[config.mk]
export PLATFORM = sky130hd
export DESIGN_NAME = sync_fifo_flags_flat
export DESIGN_NICKNAME = d
export VERILOG_FILES = /design/src/rtl/sync_fifo_flags_if.sv /design/src/rtl/sync_fifo_flags.sv /design/src/flat_wrapper.sv
export SDC_FILE = /design/constraint.sdc
export NUM_CORES = 1
export LEC_CHECK = 0
export CAP_MARGIN = 20
export CORE_MARGIN = 2
export CORE_UTILIZATION = 50
export DETAILED_ROUTE_END_ITERATION = 10
export DONT_BUFFER_PORTS = 1
export GPL_TIMING_DRIVEN = 0
export HOLD_SLACK_MARGIN = 0.03
export PLACE_DENSITY = 0.62
export SETUP_SLACK_MARGIN = 0.1
export SLEW_MARGIN = 0
export SYNTH_ARGS = -nofsm -noshare
export SYNTH_HDL_FRONTEND = slang
export SYNTH_SLANG_ARGS = --single-unit
[constraint.sdc]
create_clock -name clk -period 5.5 [get_ports clk]
set_clock_uncertainty 0.05 [all_clocks]
set_input_delay 1.1 -clock clk [delete_from_list [all_inputs] [get_ports clk]]
set_output_delay 1.1 -clock clk [all_outputs]
set_load 0.01 [all_outputs]
[src/rtl/sync_fifo_flags_if.sv]
// Handshake and status bundle for sync_fifo_flags.
// The master side issues write/read requests; the slave side is the FIFO itself.
interface sync_fifo_flags_if #(
  parameter int DEP = 4,
  parameter int WID = 8
);
  localparam int CW = $clog2(DEP) + 1;

  logic           wr_i;
  logic           rd_i;
  logic [WID-1:0] wdata;
  logic [WID-1:0] rdata;
  logic           rvalid_o;
  logic           full_o;
  logic           empty_o;
  logic           almost_full_o;
  logic           almost_empty_o;
  logic [CW-1:0]  count_o;
  logic           overflow_o;
  logic           underflow_o;

  modport master (
    output wr_i, rd_i, wdata,
    input  rdata, rvalid_o, full_o, empty_o, almost_full_o, almost_empty_o,
           count_o, overflow_o, underflow_o
  );

  modport slave (
    input  wr_i, rd_i, wdata,
    output rdata, rvalid_o, full_o, empty_o, almost_full_o, almost_empty_o,
           count_o, overflow_o, underflow_o
  );
endinterface

[src/rtl/sync_fifo_flags.sv]
// Single-clock FIFO with occupancy flags and overflow/underflow pulses.
// Define SYNC_FIFO_FWFT_EN for first-word-fall-through reads; default is 1-cycle registered reads.
module sync_fifo_flags #(
  parameter int DEP    = 4,
  parameter int WID    = 8,
  parameter int AF_THR = DEP - 1,
  parameter int AE_THR = 1
) (
  input  logic               clk,
  input  logic               rst,
  sync_fifo_flags_if.slave   bus
);
  localparam int PW = $clog2(DEP);
  localparam int CW = PW + 1;
  localparam logic [CW-1:0] FULL_LVL = CW'(DEP);
  localparam logic [CW-1:0] AF_LVL   = CW'(AF_THR);
  localparam logic [CW-1:0] AE_LVL   = CW'(AE_THR);

  logic [WID-1:0] mem [DEP];
  logic [PW-1:0]  wr_ptr;
  logic [PW-1:0]  rd_ptr;
  logic [CW-1:0]  count;
  logic           full;
  logic           empty;
  logic           wr_acc;
  logic           rd_acc;
  logic           ovf_p1;
  logic           unf_p1;

  function automatic logic [CW-1:0] next_count(input logic [CW-1:0] cur,
                                               input logic wr, input logic rd);
    logic [CW-1:0] nxt;
    nxt = cur;
    if (wr && !rd)      nxt = cur + 1'b1;
    else if (!wr && rd) nxt = cur - 1'b1;
    return nxt;
  endfunction

  // Flags come only from the registered occupancy, never from the requests.
  assign full  = (count == FULL_LVL);
  assign empty = (count == '0);

  // A full FIFO still takes a write when a read frees a slot in the same cycle.
  assign rd_acc = bus.rd_i && !empty;
  assign wr_acc = bus.wr_i && (!full || rd_acc);

  always_ff @(posedge clk or posedge rst) begin
    if (rst) begin
      wr_ptr <= '0;
      rd_ptr <= '0;
      count  <= '0;
      ovf_p1 <= 1'b0;
      unf_p1 <= 1'b0;
    end else begin
      if (wr_acc) wr_ptr <= wr_ptr + 1'b1;
      if (rd_acc) rd_ptr <= rd_ptr + 1'b1;
      count  <= next_count(count, wr_acc, rd_acc);
      ovf_p1 <= bus.wr_i && !wr_acc;
      unf_p1 <= bus.rd_i && !rd_acc;
    end
  end

  // Storage is deliberately left out of reset.
  always_ff @(posedge clk) begin
    if (wr_acc) mem[wr_ptr] <= bus.wdata;
  end

`ifdef SYNC_FIFO_FWFT_EN
  // Head entry is presented continuously; a read only acknowledges the pop.
  assign bus.rdata    = empty ? '0 : mem[rd_ptr];
  assign bus.rvalid_o = !empty;
`else
  logic [WID-1:0] rdata_p1;
  logic           rvalid_p1;

  always_ff @(posedge clk or posedge rst) begin
    if (rst) begin
      rdata_p1  <= '0;
      rvalid_p1 <= 1'b0;
    end else begin
      rvalid_p1 <= rd_acc;
      if (rd_acc) rdata_p1 <= mem[rd_ptr];
    end
  end

  assign bus.rdata    = rdata_p1;
  assign bus.rvalid_o = rvalid_p1;
`endif

  assign bus.full_o         = full;
  assign bus.empty_o        = empty;
  assign bus.almost_full_o  = (count >= AF_LVL);
  assign bus.almost_empty_o = (count <= AE_LVL);
  assign bus.count_o        = count;
  assign bus.overflow_o     = ovf_p1;
  assign bus.underflow_o    = unf_p1;
endmodule

[src/flat_wrapper.sv]
// flat-port wrapper written by rule: the top's interface ports become plain ports
module sync_fifo_flags_flat 
#(
  parameter int DEP    = 4,
  parameter int WID    = 8,
  parameter int AF_THR = DEP - 1,
  parameter int AE_THR = 1
)
  (clk, rst, bus_wr_i, bus_rd_i, bus_wdata, bus_rdata, bus_rvalid_o, bus_full_o, bus_empty_o, bus_almost_full_o, bus_almost_empty_o, bus_count_o, bus_overflow_o, bus_underflow_o);
  sync_fifo_flags_if #(.DEP(DEP), .WID(WID)) bus_i ();
  input  logic clk;
  input  logic rst;
  input wire logic [$bits(bus_i.wr_i)-1:0] bus_wr_i;
  input wire logic [$bits(bus_i.rd_i)-1:0] bus_rd_i;
  input wire logic [$bits(bus_i.wdata)-1:0] bus_wdata;
  output wire logic [$bits(bus_i.rdata)-1:0] bus_rdata;
  output wire logic [$bits(bus_i.rvalid_o)-1:0] bus_rvalid_o;
  output wire logic [$bits(bus_i.full_o)-1:0] bus_full_o;
  output wire logic [$bits(bus_i.empty_o)-1:0] bus_empty_o;
  output wire logic [$bits(bus_i.almost_full_o)-1:0] bus_almost_full_o;
  output wire logic [$bits(bus_i.almost_empty_o)-1:0] bus_almost_empty_o;
  output wire logic [$bits(bus_i.count_o)-1:0] bus_count_o;
  output wire logic [$bits(bus_i.overflow_o)-1:0] bus_overflow_o;
  output wire logic [$bits(bus_i.underflow_o)-1:0] bus_underflow_o;
  assign bus_i.wr_i = bus_wr_i;
  assign bus_i.rd_i = bus_rd_i;
  assign bus_i.wdata = bus_wdata;
  assign bus_rdata = bus_i.rdata;
  assign bus_rvalid_o = bus_i.rvalid_o;
  assign bus_full_o = bus_i.full_o;
  assign bus_empty_o = bus_i.empty_o;
  assign bus_almost_full_o = bus_i.almost_full_o;
  assign bus_almost_empty_o = bus_i.almost_empty_o;
  assign bus_count_o = bus_i.count_o;
  assign bus_overflow_o = bus_i.overflow_o;
  assign bus_underflow_o = bus_i.underflow_o;
  sync_fifo_flags #(.DEP(DEP), .WID(WID), .AF_THR(AF_THR), .AE_THR(AE_THR)) u_core (.clk(clk), .rst(rst), .bus(bus_i));
endmodule
==> results.py <==
metrics = {
    "die": {
        "coreArea_sq_um": 3971,
        "io_pins": 30,
        "fp-row-count": 23,
        "die_w_um": 67.81,
        "floorplan.initialDensity": 0.5126,
        "die_h_um": 67.81,
        "die_area_sq_um": 4598,
    },
    "clocking": {
        "hold_buffers": 0,
        "cts_max_path_buffers": 2,
        "ctsResizeCount": 0,
        "clkTransAtPathRegs_ns": 0.09,
        "cts_buffers": 5,
        "cts-htree-levels": 2,
        "clock_sinks": 50,
        "cts_setup_buffers": 0,
        "root_buffer": "clkbuf_8",
        "insertion_delay_ns": 0.30,
        "tritoncts": "yes",
    },
    "cells_and_area": {
        "nets": 146,
        "fill_cells": 316,
        "final_area_sq_um": 2188,
        "syn_to_final_growth_pct": 7.499,
        "n_antenna_cell": 0,
        "drive_gt1_frac": 0.2160,
    },
    "placed_design": {
        "globalplace.congestion": 0.7214,
        "hpwl_um": 2029,
        "placed_area_sq_um": 2098,
        "io_buffers": 0,
    },
    "sta": {
        "tightest_slew_ns": 0.7140,
        "relSlewSlack": 0.5235,
        "hold_violations": 0,
        "drv_slew": 0,
        "rsz0062_at_grt": "no",
        "final.min_clock_period_ns": 2.591,
        "fmax_mhz": 386.0,
        "post-route-period-util": 0.4711,
        "setup_viol": 0,
        "tns_ns": 0,
    },
    "worst_hold_path": {
        "min_path_type": "flip-flop to flip-flop",
        "whs_endpoint": "u_core.wr_ptr[1]",
        "hold_depth": 1,
        "hp-start": "u_core.wr_ptr[1]",
    },
    "routing": {
        "drt.antenna.violating_nets": 0,
        "route.detailed.drc": 0,
        "drt_first_pass_iters": 4,
        "vias_per_cell": 5.360,
        "routed_wl_um": 2966,
        "vias": 938,
        "initialDrtViolationCount": 55,
        "wl_per_cell_um": 16.95,
    },
    "yosys": {
        "synthTopCellsByArea": "edfxtp_1, dfrtp_1, mux4_2, ha_1, mux2_2",
        "synth_top_area_frac": 0.4720,
        "synth.distinct_cells": 23,
        "ys_ff_latch": 50,
        "synth_area_sq_um": 2036,
        "yosysWarningCount": 0,
        "synth-edff-count": 32,
        "syn_area_per_cell_sq_um": 17.40,
        "syn-num-nets": 139,
        "syn_inst": 117,
        "synth.most_common_cell": "edfxtp_1",
        "ys.flop_type": "edfxtp_1",
        "synth_top_cell_by_area": "edfxtp_1",
        "synthTopCellsByCount": "edfxtp_1, dfrtp_1, ha_1",
        "synth-async-reset-ratio": 0.3600,
        "ys_seq_area_frac": 0.6933,
    },
    "critical_path": {
        "r2r_cells": 8,
        "regToRegEndpoint": "u_core.bus.count_o[2]",
        "critPathRequiredTime_ns": 4.35,
        "crit_path_start_kind": "flip-flop",
        "critPathKind": "flip-flop to output port",
        "rr_startpoint": "u_core.bus.count_o[0]",
        "cp_max_fo": 5,
        "setup.worst_path.end_class": "output port",
        "r2r_setup_slack_ns": 3.39,
        "crit_arrival_ns": 1.44,
    },
    "flow_run": {
        "drv_cap": 0,
    },
    "grt": {
        "track_usage": 0.1578,
        "grt_pass1_wl_um": 4933,
        "overflow": 0,
        "grt_pass1_vias": 1016,
        "antenna_found_initial": 0,
        "grt_max_degree": 19,
    },
    "outcome": {
        "status": "completed",
    },
    "power": {
        "ir_drop_mv": 0.2075,
        "powerDensity_nw_per_um2": 527.3,
        "p_leak_nw": 0.8381,
    },
}
## routing by layer
layer,vias up,global-route usage,routed length [um]
met2,30,0.2684,1584
met3,7,0.06500,193
met4,0,0.06250,52
met1,467,0.1761,1136
li1,434,-,-
met5,-,0,0
## layout make-up
type / count / area, sq um / area share
Inverter: 9 / 33.78 / 0.01544
Clock buffer: 5 / 68.82 / 0.03145
Sequential cell: 50 / 1411 / 0.6449
Tap cell: 50 / 62.56 / 0.02859
Clock inverter: 3 / 21.27 / 0.009720
Multi-Input combinational cell: 55 / 570.5 / 0.2607
Buffer: 3 / 20.02 / 0.009148
## stage by stage
step | std cells | util | setup slack [ns] | power [mW] | hold slack (ns)
after floorplan | 117 | - | 3.321 | 0.8806 | 0.4616
after global placement | 167 | 0.5284 | 3.260 | 0.9449 | 0.4713
after detailed placement | 167 | 0.5284 | 3.218 | 0.9643 | 0.5064
after CTS | 175 | 0.5510 | 2.891 | 1.174 | 0.5256
after global routing | 175 | 0.5510 | 2.803 | 1.244 | 0.5571
final | 175 | 0.5510 | 2.909 | 1.154 | 0.5201
## critical path: stages (launching register included)
cell and delay (ns):
dfrtp_1 0.47, ha_1 0.24, ha_1 0.17, nor2_1 0.09, o21ai_0 0.16
## worst max path at each step
stage	startpoint	end	cells after the start
finish	u_core.bus.count_o[0]	bus_almost_full_o	4
global route	u_core.bus.count_o[0]	bus_almost_full_o	4
global placement	u_core.bus.count_o[0]	bus_almost_full_o	4
floorplan	u_core.bus.count_o[0]	bus_almost_full_o	4
detailed placement	bus_rd_i	u_core.bus.count_o[2]	5
CTS	u_core.bus.count_o[0]	bus_almost_full_o	4
## sequential cells by signal, indices dropped and copies added (netlist names)
signal                  cells
u_core.bus.rdata            8
u_core.wr_ptr               2
u_core.bus.rvalid_o         1
u_core.bus.count_o          3
u_core.bus.overflow_o       1
u_core.bus.underflow_o      1
u_core.rd_ptr               2
u_core.mem                 32
## layout by cell type, fill, tap and decap left out, types with 5 or more instances in the layout
cell	count
edfxtp_1	32
dfrtp_1	18
ha_1	10
mux4_2	8
mux2_2	8
clkbuf_8	5
and2_1	5
inv_1	8
## cells by family (layout without fill, tap and decap cells)
family / Yosys count / after routing / synth area share
flops: 50 / 50 / 0.6933
mux: 17 / 17 / 0.1383
simple gates: 16 / 16 / 0.04057
buf+inv: 12 / 20 / 0.02642
fa+ha+maj: 10 / 10 / 0.06146
compound gates: 7 / 7 / 0.01844
xor+xnor: 5 / 5 / 0.02151
## where the power goes
group	leakage [nW]	switching, mW	internal (mW)
combinational	0.284	0.178	0.171
sequential	0.510	0.0787	0.516
clock	0.0441	0.120	0.0894
Power figures use the tool's default switching activity.
